`src/rtl/rv_pkg.sv`:
```
// rv_pkg: shared RV32I constants and decode helpers for the fetch slice.
// Provides the default datapath width, major opcode constants and the
// B-type immediate extractor used by static branch prediction.
package rv_pkg;

   localparam int XLEN_DEFAULT = 32;

   typedef logic [6:0] opcode_t;

   localparam opcode_t OPC_LOAD   = 7'b0000011;
   localparam opcode_t OPC_OP_IMM = 7'b0010011;
   localparam opcode_t OPC_AUIPC  = 7'b0010111;
   localparam opcode_t OPC_STORE  = 7'b0100011;
   localparam opcode_t OPC_OP     = 7'b0110011;
   localparam opcode_t OPC_LUI    = 7'b0110111;
   localparam opcode_t OPC_BRANCH = 7'b1100011;
   localparam opcode_t OPC_JALR   = 7'b1100111;
   localparam opcode_t OPC_JAL    = 7'b1101111;

   // Reassemble the scattered B-type immediate into a sign-extended byte offset.
   function automatic logic [31:0] bImm(input logic [31:0] ir);
      return {{19{ir[31]}}, ir[31], ir[7], ir[30:25], ir[11:8], 1'b0};
   endfunction

   // A conditional branch whose immediate sign bit is set jumps backwards.
   function automatic logic isBackwardBranch(input logic [31:0] ir);
      return (ir[6:0] == OPC_BRANCH) && ir[31];
   endfunction

endpackage

```
`src/rtl/rv_fetch_fifo.sv`:
```
// rv_fetch_fifo: small synchronous FIFO used as the fetch prefetch queue.
// DEPTH must be a power of two so the pointers wrap naturally. A clear
// request empties the queue and wins over a push or pop in the same cycle.
module rv_fetch_fifo #(
   parameter int WIDTH = 8,
   parameter int DEPTH = 4
)(
   input  logic                     clk,
   input  logic                     rst,
   input  logic                     clear_i,
   input  logic                     push_i,
   input  logic                     pop_i,
   input  logic [WIDTH-1:0]         data_i,
   output logic [WIDTH-1:0]         data_o,
   output logic [$clog2(DEPTH):0]   count_o,
   output logic                     full_o,
   output logic                     empty_o
);

   localparam int PW = $clog2(DEPTH);

   logic [WIDTH-1:0] mem_q [DEPTH];
   logic [PW-1:0]    wrPtr_q, wrPtr_d;
   logic [PW-1:0]    rdPtr_q, rdPtr_d;
   logic [PW:0]      count_q, count_d;
   logic             doPush, doPop;

   assign full_o  = (count_q == (PW+1)'(DEPTH));
   assign empty_o = (count_q == '0);
   assign count_o = count_q;
   assign data_o  = mem_q[rdPtr_q];

   // A pop is only honoured when something is stored; a push into a full
   // queue is only honoured when the head leaves in the same cycle.
   assign doPop  = pop_i && !empty_o;
   assign doPush = push_i && (!full_o || doPop);

   // Next pointer and occupancy values, with clear taking precedence.
   always_comb begin
      wrPtr_d = wrPtr_q;
      rdPtr_d = rdPtr_q;
      count_d = count_q;
      if (clear_i) begin
         wrPtr_d = '0;
         rdPtr_d = '0;
         count_d = '0;
      end else begin
         if (doPush) begin
            wrPtr_d = wrPtr_q + PW'(1);
         end
         if (doPop) begin
            rdPtr_d = rdPtr_q + PW'(1);
         end
         case ({doPush, doPop})
            2'b10:   count_d = count_q + (PW+1)'(1);
            2'b01:   count_d = count_q - (PW+1)'(1);
            default: count_d = count_q;
         endcase
      end
   end

   // Pointer and occupancy registers return to empty on reset.
   always_ff @(posedge clk or posedge rst) begin
      if (rst) begin
         wrPtr_q <= '0;
         rdPtr_q <= '0;
         count_q <= '0;
      end else begin
         wrPtr_q <= wrPtr_d;
         rdPtr_q <= rdPtr_d;
         count_q <= count_d;
      end
   end

   // Storage needs no reset: the occupancy count says which slots are live.
   always_ff @(posedge clk) begin
      if (doPush && !clear_i) begin
         mem_q[wrPtr_q] <= data_i;
      end
   end

endmodule

```
`src/rtl/rv_fetch_unit.sv`:
```
// rv_fetch_unit: RV32I instruction-fetch stage.
// Owns the PC, issues one word read per cycle to a synchronous instruction
// memory while queue credit allows, buffers the returned words in a prefetch
// queue and hands them to decode with a valid/ready handshake. A redirect
// from execute flushes the queue and drops the read still in flight.
// Build option FETCH_BTFN_EN: static backward-taken branch prediction.
module rv_fetch_unit
   import rv_pkg::*;
#(
   parameter int              XLEN       = XLEN_DEFAULT,
   parameter int              IMEM_DEPTH = 1024,
   parameter int              FQ_DEPTH   = 4,
   parameter logic [XLEN-1:0] RESET_PC   = '0
)(
   input  logic                          clk,
   input  logic                          rst,
   input  logic                          halt_i,
   input  logic                          redirect_valid_i,
   input  logic [XLEN-1:0]               redirect_pc_i,
   output logic                          imem_req_o,
   output logic [$clog2(IMEM_DEPTH)-1:0] imem_addr_o,
   input  logic [31:0]                   imem_rdata_i,
   output logic                          out_valid_o,
   input  logic                          out_ready_i,
   output logic [31:0]                   out_ir_o,
   output logic [XLEN-1:0]               out_pc_o,
   output logic [XLEN-1:0]               out_npc_o,
   output logic                          out_pred_taken_o
);

   localparam int AW = $clog2(IMEM_DEPTH);
   localparam int CW = $clog2(FQ_DEPTH) + 1;
   localparam int EW = 1 + XLEN + 32;

   logic [XLEN-1:0] pc_q, pc_d;
   logic [XLEN-1:0] reqPc_q, reqPc_d;
   logic            inflight_q, inflight_d;
   logic [XLEN-1:0] seqPc, redirTarget;
   logic [CW:0]     occupancy;
   logic [CW-1:0]   fifoCount;
   logic            fifoFull, fifoEmpty;
   logic            issue, push, pop, predTake;
   logic [EW-1:0]   pushEntry, headEntry;
   logic [31:0]     headIr;
   logic [XLEN-1:0] headPc;
   logic            headPred;
   logic            unusedRedirLowBits;

   assign unusedRedirLowBits = ^redirect_pc_i[1:0];

   assign seqPc       = pc_q + XLEN'(4);
   assign redirTarget = {redirect_pc_i[XLEN-1:2], 2'b00};

   // Queue slots already taken plus the one promised to the read in flight;
   // a pop in this cycle deliberately gives no credit until the next one.
   assign occupancy = {1'b0, fifoCount} + {{CW{1'b0}}, inflight_q};

   assign issue = !rst && !halt_i && !redirect_valid_i && !fifoFull
                  && (occupancy < (CW+1)'(FQ_DEPTH));

   assign imem_req_o  = issue;
   assign imem_addr_o = pc_q[AW+1:2];

   assign pop = out_valid_o && out_ready_i;

`ifdef FETCH_BTFN_EN
   logic            discard_q, discard_d;
   logic [XLEN-1:0] predTarget;

   // The sequential word requested alongside a predicted branch is on the
   // wrong path, so its response is dropped instead of pushed.
   assign push       = inflight_q && !redirect_valid_i && !discard_q;
   assign predTake   = push && isBackwardBranch(imem_rdata_i);
   assign predTarget = reqPc_q + XLEN'($signed(bImm(imem_rdata_i)));
   assign discard_d  = predTake && issue;

   // Remember that the next returning word belongs to the abandoned path.
   always_ff @(posedge clk or posedge rst) begin
      if (rst) begin
         discard_q <= 1'b0;
      end else begin
         discard_q <= discard_d;
      end
   end
`else
   assign push     = inflight_q && !redirect_valid_i;
   assign predTake = 1'b0;
`endif

   assign pushEntry = {predTake, reqPc_q, imem_rdata_i};

   // Next PC: sequential on issue, then a predicted target, and a redirect
   // from execute overrides everything else.
   always_comb begin
      pc_d = pc_q;
      if (issue) begin
         pc_d = seqPc;
      end
`ifdef FETCH_BTFN_EN
      if (predTake) begin
         pc_d = predTarget;
      end
`endif
      if (redirect_valid_i) begin
         pc_d = redirTarget;
      end
   end

   // Track the address of the outstanding read so its response can be
   // tagged; issue already excludes redirect, so a redirect clears inflight.
   always_comb begin
      reqPc_d    = reqPc_q;
      inflight_d = issue;
      if (issue) begin
         reqPc_d = pc_q;
      end
   end

   // PC and outstanding-read state, restarting at RESET_PC on reset.
   always_ff @(posedge clk or posedge rst) begin
      if (rst) begin
         pc_q       <= RESET_PC;
         reqPc_q    <= '0;
         inflight_q <= 1'b0;
      end else begin
         pc_q       <= pc_d;
         reqPc_q    <= reqPc_d;
         inflight_q <= inflight_d;
      end
   end

   rv_fetch_fifo #(
      .WIDTH (EW),
      .DEPTH (FQ_DEPTH)
   ) u_fifo (
      .clk     (clk),
      .rst     (rst),
      .clear_i (redirect_valid_i),
      .push_i  (push),
      .pop_i   (pop),
      .data_i  (pushEntry),
      .data_o  (headEntry),
      .count_o (fifoCount),
      .full_o  (fifoFull),
      .empty_o (fifoEmpty)
   );

   assign headIr   = headEntry[31:0];
   assign headPc   = headEntry[XLEN+31:32];
   assign headPred = headEntry[EW-1];

   // Decode only sees head fields while the head is valid; otherwise zeros,
   // which also gives clean outputs straight out of reset.
   always_comb begin
      out_valid_o      = !fifoEmpty;
      out_ir_o         = '0;
      out_pc_o         = '0;
      out_npc_o        = '0;
      out_pred_taken_o = 1'b0;
      if (!fifoEmpty) begin
         out_ir_o         = headIr;
         out_pc_o         = headPc;
         out_npc_o        = headPc + XLEN'(4);
         out_pred_taken_o = headPred;
      end
   end

endmodule

```
`config.mk`:
```
export PLATFORM = sky130hd
export DESIGN_NAME = rv_fetch_unit
export DESIGN_NICKNAME = d
export VERILOG_FILES = /design/src/rtl/rv_pkg.sv /design/src/rtl/rv_fetch_fifo.sv /design/src/rtl/rv_fetch_unit.sv
export SDC_FILE = /design/constraint.sdc
export NUM_CORES = 1
export LEC_CHECK = 0
export ABC_AREA = 1
export BUFFER_PORTS_ARGS = -buffer_cell sky130_fd_sc_hd__buf_2
export CAP_MARGIN = 25
export CORE_MARGIN = 4
export CORE_UTILIZATION = 40
export CTS_CLUSTER_DIAMETER = 60
export DETAILED_ROUTE_END_ITERATION = 8
export SYNTH_ARGS = -nofsm -noshare
export SYNTH_HDL_FRONTEND = slang
export SYNTH_SLANG_ARGS = --single-unit
```
`constraint.sdc`:
```
create_clock -name clk -period 11.2 [get_ports clk]
set_input_delay 1.68 -clock clk [delete_from_list [all_inputs] [get_ports clk]]
set_output_delay 1.68 -clock clk [all_outputs]
set_load 0.02 [all_outputs]
```
==> results.sh <==
export IMPL_synthCells=1595
export IMPL_avgViaCountPerCell=5.05
export IMPL_worst_endpoint_arrival_ns=4.27
export IMPL_initial_core_util=0.407
export IMPL_cts_resized_gates=0
export IMPL_multiInputGateArea_sq_mm=0.00498
export IMPL_yosys_area_top_type="edfxtp_1"
export IMPL_die_h_um=201
export IMPL_powerDensity_mw_per_mm2=233
export IMPL_final_common_cell="nand2_1"
export IMPL_num_io_pins=178
export IMPL_post_cts_buffers=0
export IMPL_regToRegStartpoint="u_fifo.count_o[0]"
export IMPL_wire_per_inst_um=17.2
export IMPL_path_class="reg -> out"
export IMPL_htreeDepth=2
export IMPL_grt_overflow_total=0
export IMPL_final_cell_mix="nand2_1 (453), nor2_1 (273), edfxtp_1 (248), buf_2 (170), o21ai_0 (119)"
export IMPL_placement_io_buffers=170
export IMPL_dpl_hpwl_mm=24.6
export IMPL_synth_area_leaders="edfxtp_1 (50%), dfrtp_1 (11%), nand2_1 (11%), nor2_1 (7.0%), o21ai_0 (4.0%)"
export IMPL_regArea_sq_mm=0.00915
export IMPL_synth_edf_count=248
export IMPL_period_share=0.531
export IMPL_syn_to_final_growth_pct=16.0
export IMPL_synth_top_cell_area_share=0.499
export IMPL_dr_total_vias=11300
export IMPL_final_core_util=0.472
export IMPL_cts_sinks=316
export IMPL_cap_violations=0
export IMPL_leakage_nw=7.21
export IMPL_grt_start_max_net_pins=133
export IMPL_min_period_ns=5.95
export IMPL_drt_iter0_markers=816
export IMPL_die_w_um=201
export IMPL_routabilityCongestion=0.863
export IMPL_status="completed"
export IMPL_worst_slew_pin_slew_ns=0.931
export IMPL_grt_total_usage=0.186
export IMPL_path_max_fanout=76
export IMPL_drc=0
export IMPL_slew_viol_final=0
export IMPL_antenna_found_initial=0
export IMPL_drive_gt1_frac=0.156
export IMPL_fin_setup_tns_ns=0
export IMPL_fin_nets=1811
export IMPL_cp_start_kind="register"
export IMPL_synth_flop_cell="edfxtp_1"
export IMPL_synth_cell_types=39
export IMPL_rsz0062_at_grt="no"
export IMPL_clkSlewWorstSetupHoldPaths_ns=0.06
export IMPL_syn_avg_cell_area_sq_um=9.36
export IMPL_hold_violations=0
export IMPL_cts_root_buf="clkbuf_16"
export IMPL_dpl_instance_area_sq_mm=0.0161
export IMPL_grt_pass1_vias=11100
export IMPL_synth_seq_area_share=0.613
export IMPL_hold_path_startpoint="reqPc_q[28]"
export IMPL_crit_start="u_fifo.rdPtr_q[0]"
export IMPL_endpoint_kind="output pin"
export IMPL_setup_viol=0
export IMPL_cts_buffer_depth=3
export IMPL_fin_skew_ns=0.0265
export IMPL_yosysWarnings=0
export IMPL_coreArea_sq_mm=0.0367
export IMPL_rows=70
export IMPL_required_ns=9.52
export IMPL_worstHoldPathType="reg -> reg"
export IMPL_async_flop_share=0.215
export IMPL_cts_tree="built"
export IMPL_cts_hold_buf=0
export IMPL_syn_area_sq_mm=0.0149
export IMPL_ant_nets=0
export IMPL_fp_dieArea_sq_mm=0.0405
export IMPL_stdcell_area_sq_mm=0.0173
export IMPL_grt_pass1_wl_mm=60.3
export IMPL_maxSlewHeadroom=0.379
export IMPL_synth_seq_cells=316
export IMPL_drt_total_wl_mm=38.3
export IMPL_clk_latency_ns=0.53
export IMPL_first_pass_iters=5
export IMPL_fill_cells=3384
export IMPL_ir_worst_vdd_v=0.000130
export IMPL_max_freq_mhz=168
export IMPL_cts_buffers=37
export IMPL_diodes=0
-- state kept, by name, indices dropped and copies added (netlist names) --
signal          count
u_fifo.wrPtr_q      2
inflight_q          1
u_fifo.rdPtr_q      2
u_fifo.mem_q      248
u_fifo.count_o      3
reqPc_q            30
pc_q               30
-- power breakdown --
| group | internal (mW) | total, mW | switching, mW |
|---|---|---|---|
| registers | 1.40 | 1.54 | 0.137 |
| clock network | 0.711 | 1.19 | 0.483 |
| logic | 0.363 | 1.31 | 0.942 |
| total | 2.47 | 4.03 | 1.56 |
-- metal layers --
layer | routed length (um) | global-route usage | vias to the layer above
li1 | - | - | 5589
met1 | 17600 | 0.261 | 5327
met2 | 18100 | 0.304 | 295
met3 | 1720 | 0.0247 | 54
met4 | 839 | 0.0526 | 0
met5 | 0 | 0 | -
-- Yosys cell counts (2+ instances only) --
library cell,instances
a21oi_1,49
buf_1,6
buf_2,16
buf_4,22
buf_6,11
clkbuf_1,32
dfrtp_1,68
edfxtp_1,248
ha_1,6
inv_1,84
nand2_1,453
nand2_2,9
nand3_1,95
nand3_2,2
nand3b_1,2
nand4_1,6
nor2_1,278
nor2_2,7
nor2_4,4
nor3_1,15
o2111ai_1,2
o211ai_1,12
o21ai_0,119
o21bai_1,6
o221ai_1,8
xnor2_1,2
xor2_1,21
-- area by class of cell --
class                           instances  share of cell area
Multi-Input combinational cell       1109               0.288
Tap cell                              468              0.0338
Inverter                               87              0.0194
Clock buffer                           47              0.0593
Timing Repair Buffer                  184              0.0590
Clock inverter                         21              0.0121
Sequential cell                       316               0.529
-- final timing paths --
| kind | to | slack (ns) | cells past startpoint |
|---|---|---|---|
| worst max-delay path | out_npc_o[30] | 5.25 | 13 |
| worst min-delay path | u_fifo.mem_q[3][60] | 0.53 | 0 |
| worst max register to register | u_fifo.mem_q[0][60] | 8.27 | 8 |
| worst min register to register | u_fifo.mem_q[3][60] | 0.53 | 0 |
| max in group asynchronous | u_fifo.rdPtr_q[0] | 9.13 | 3 |
| min in group asynchronous | pc_q[21] | 1.42 | 3 |
-- per-stage QoR --
stage | power [mW] | setup WS (ns) | hold WS [ns] | cells
after floorplan | 2.40 | 5.74 | 0.476 | 1599
after global placement | 2.85 | 5.84 | 0.497 | 2160
after detailed placement | 2.87 | 5.82 | 0.513 | 2164
after CTS | 4.07 | 5.26 | 0.527 | 2232
after global routing | 4.27 | 4.91 | 0.551 | 2232
final | 4.03 | 5.25 | 0.526 | 2232
-- cell families after synthesis --
family	after synthesis	synth area share
other cells	1	0.000251
flops	316	0.613
simple gates	872	0.236
xor+xnor	23	0.0135
compound gates	202	0.0742
buf+inv	174	0.0568
fa+ha+maj	7	0.00637
-- critical path: stages, from the launching register on --
cell and delay, ns:
dfrtp_4 0.89, buf_4 0.76, nand2_1 0.16, nand2_1 0.11, nand2_1 0.05, nand2_1 0.11, ha_1 0.22, nand3_2 0.10
nor2_2 0.18, nand3_1 0.18, nor2_1 0.36, a21oi_1 0.13, nor2_1 0.21, buf_2 0.21
(Power assumes the default switching activity.)
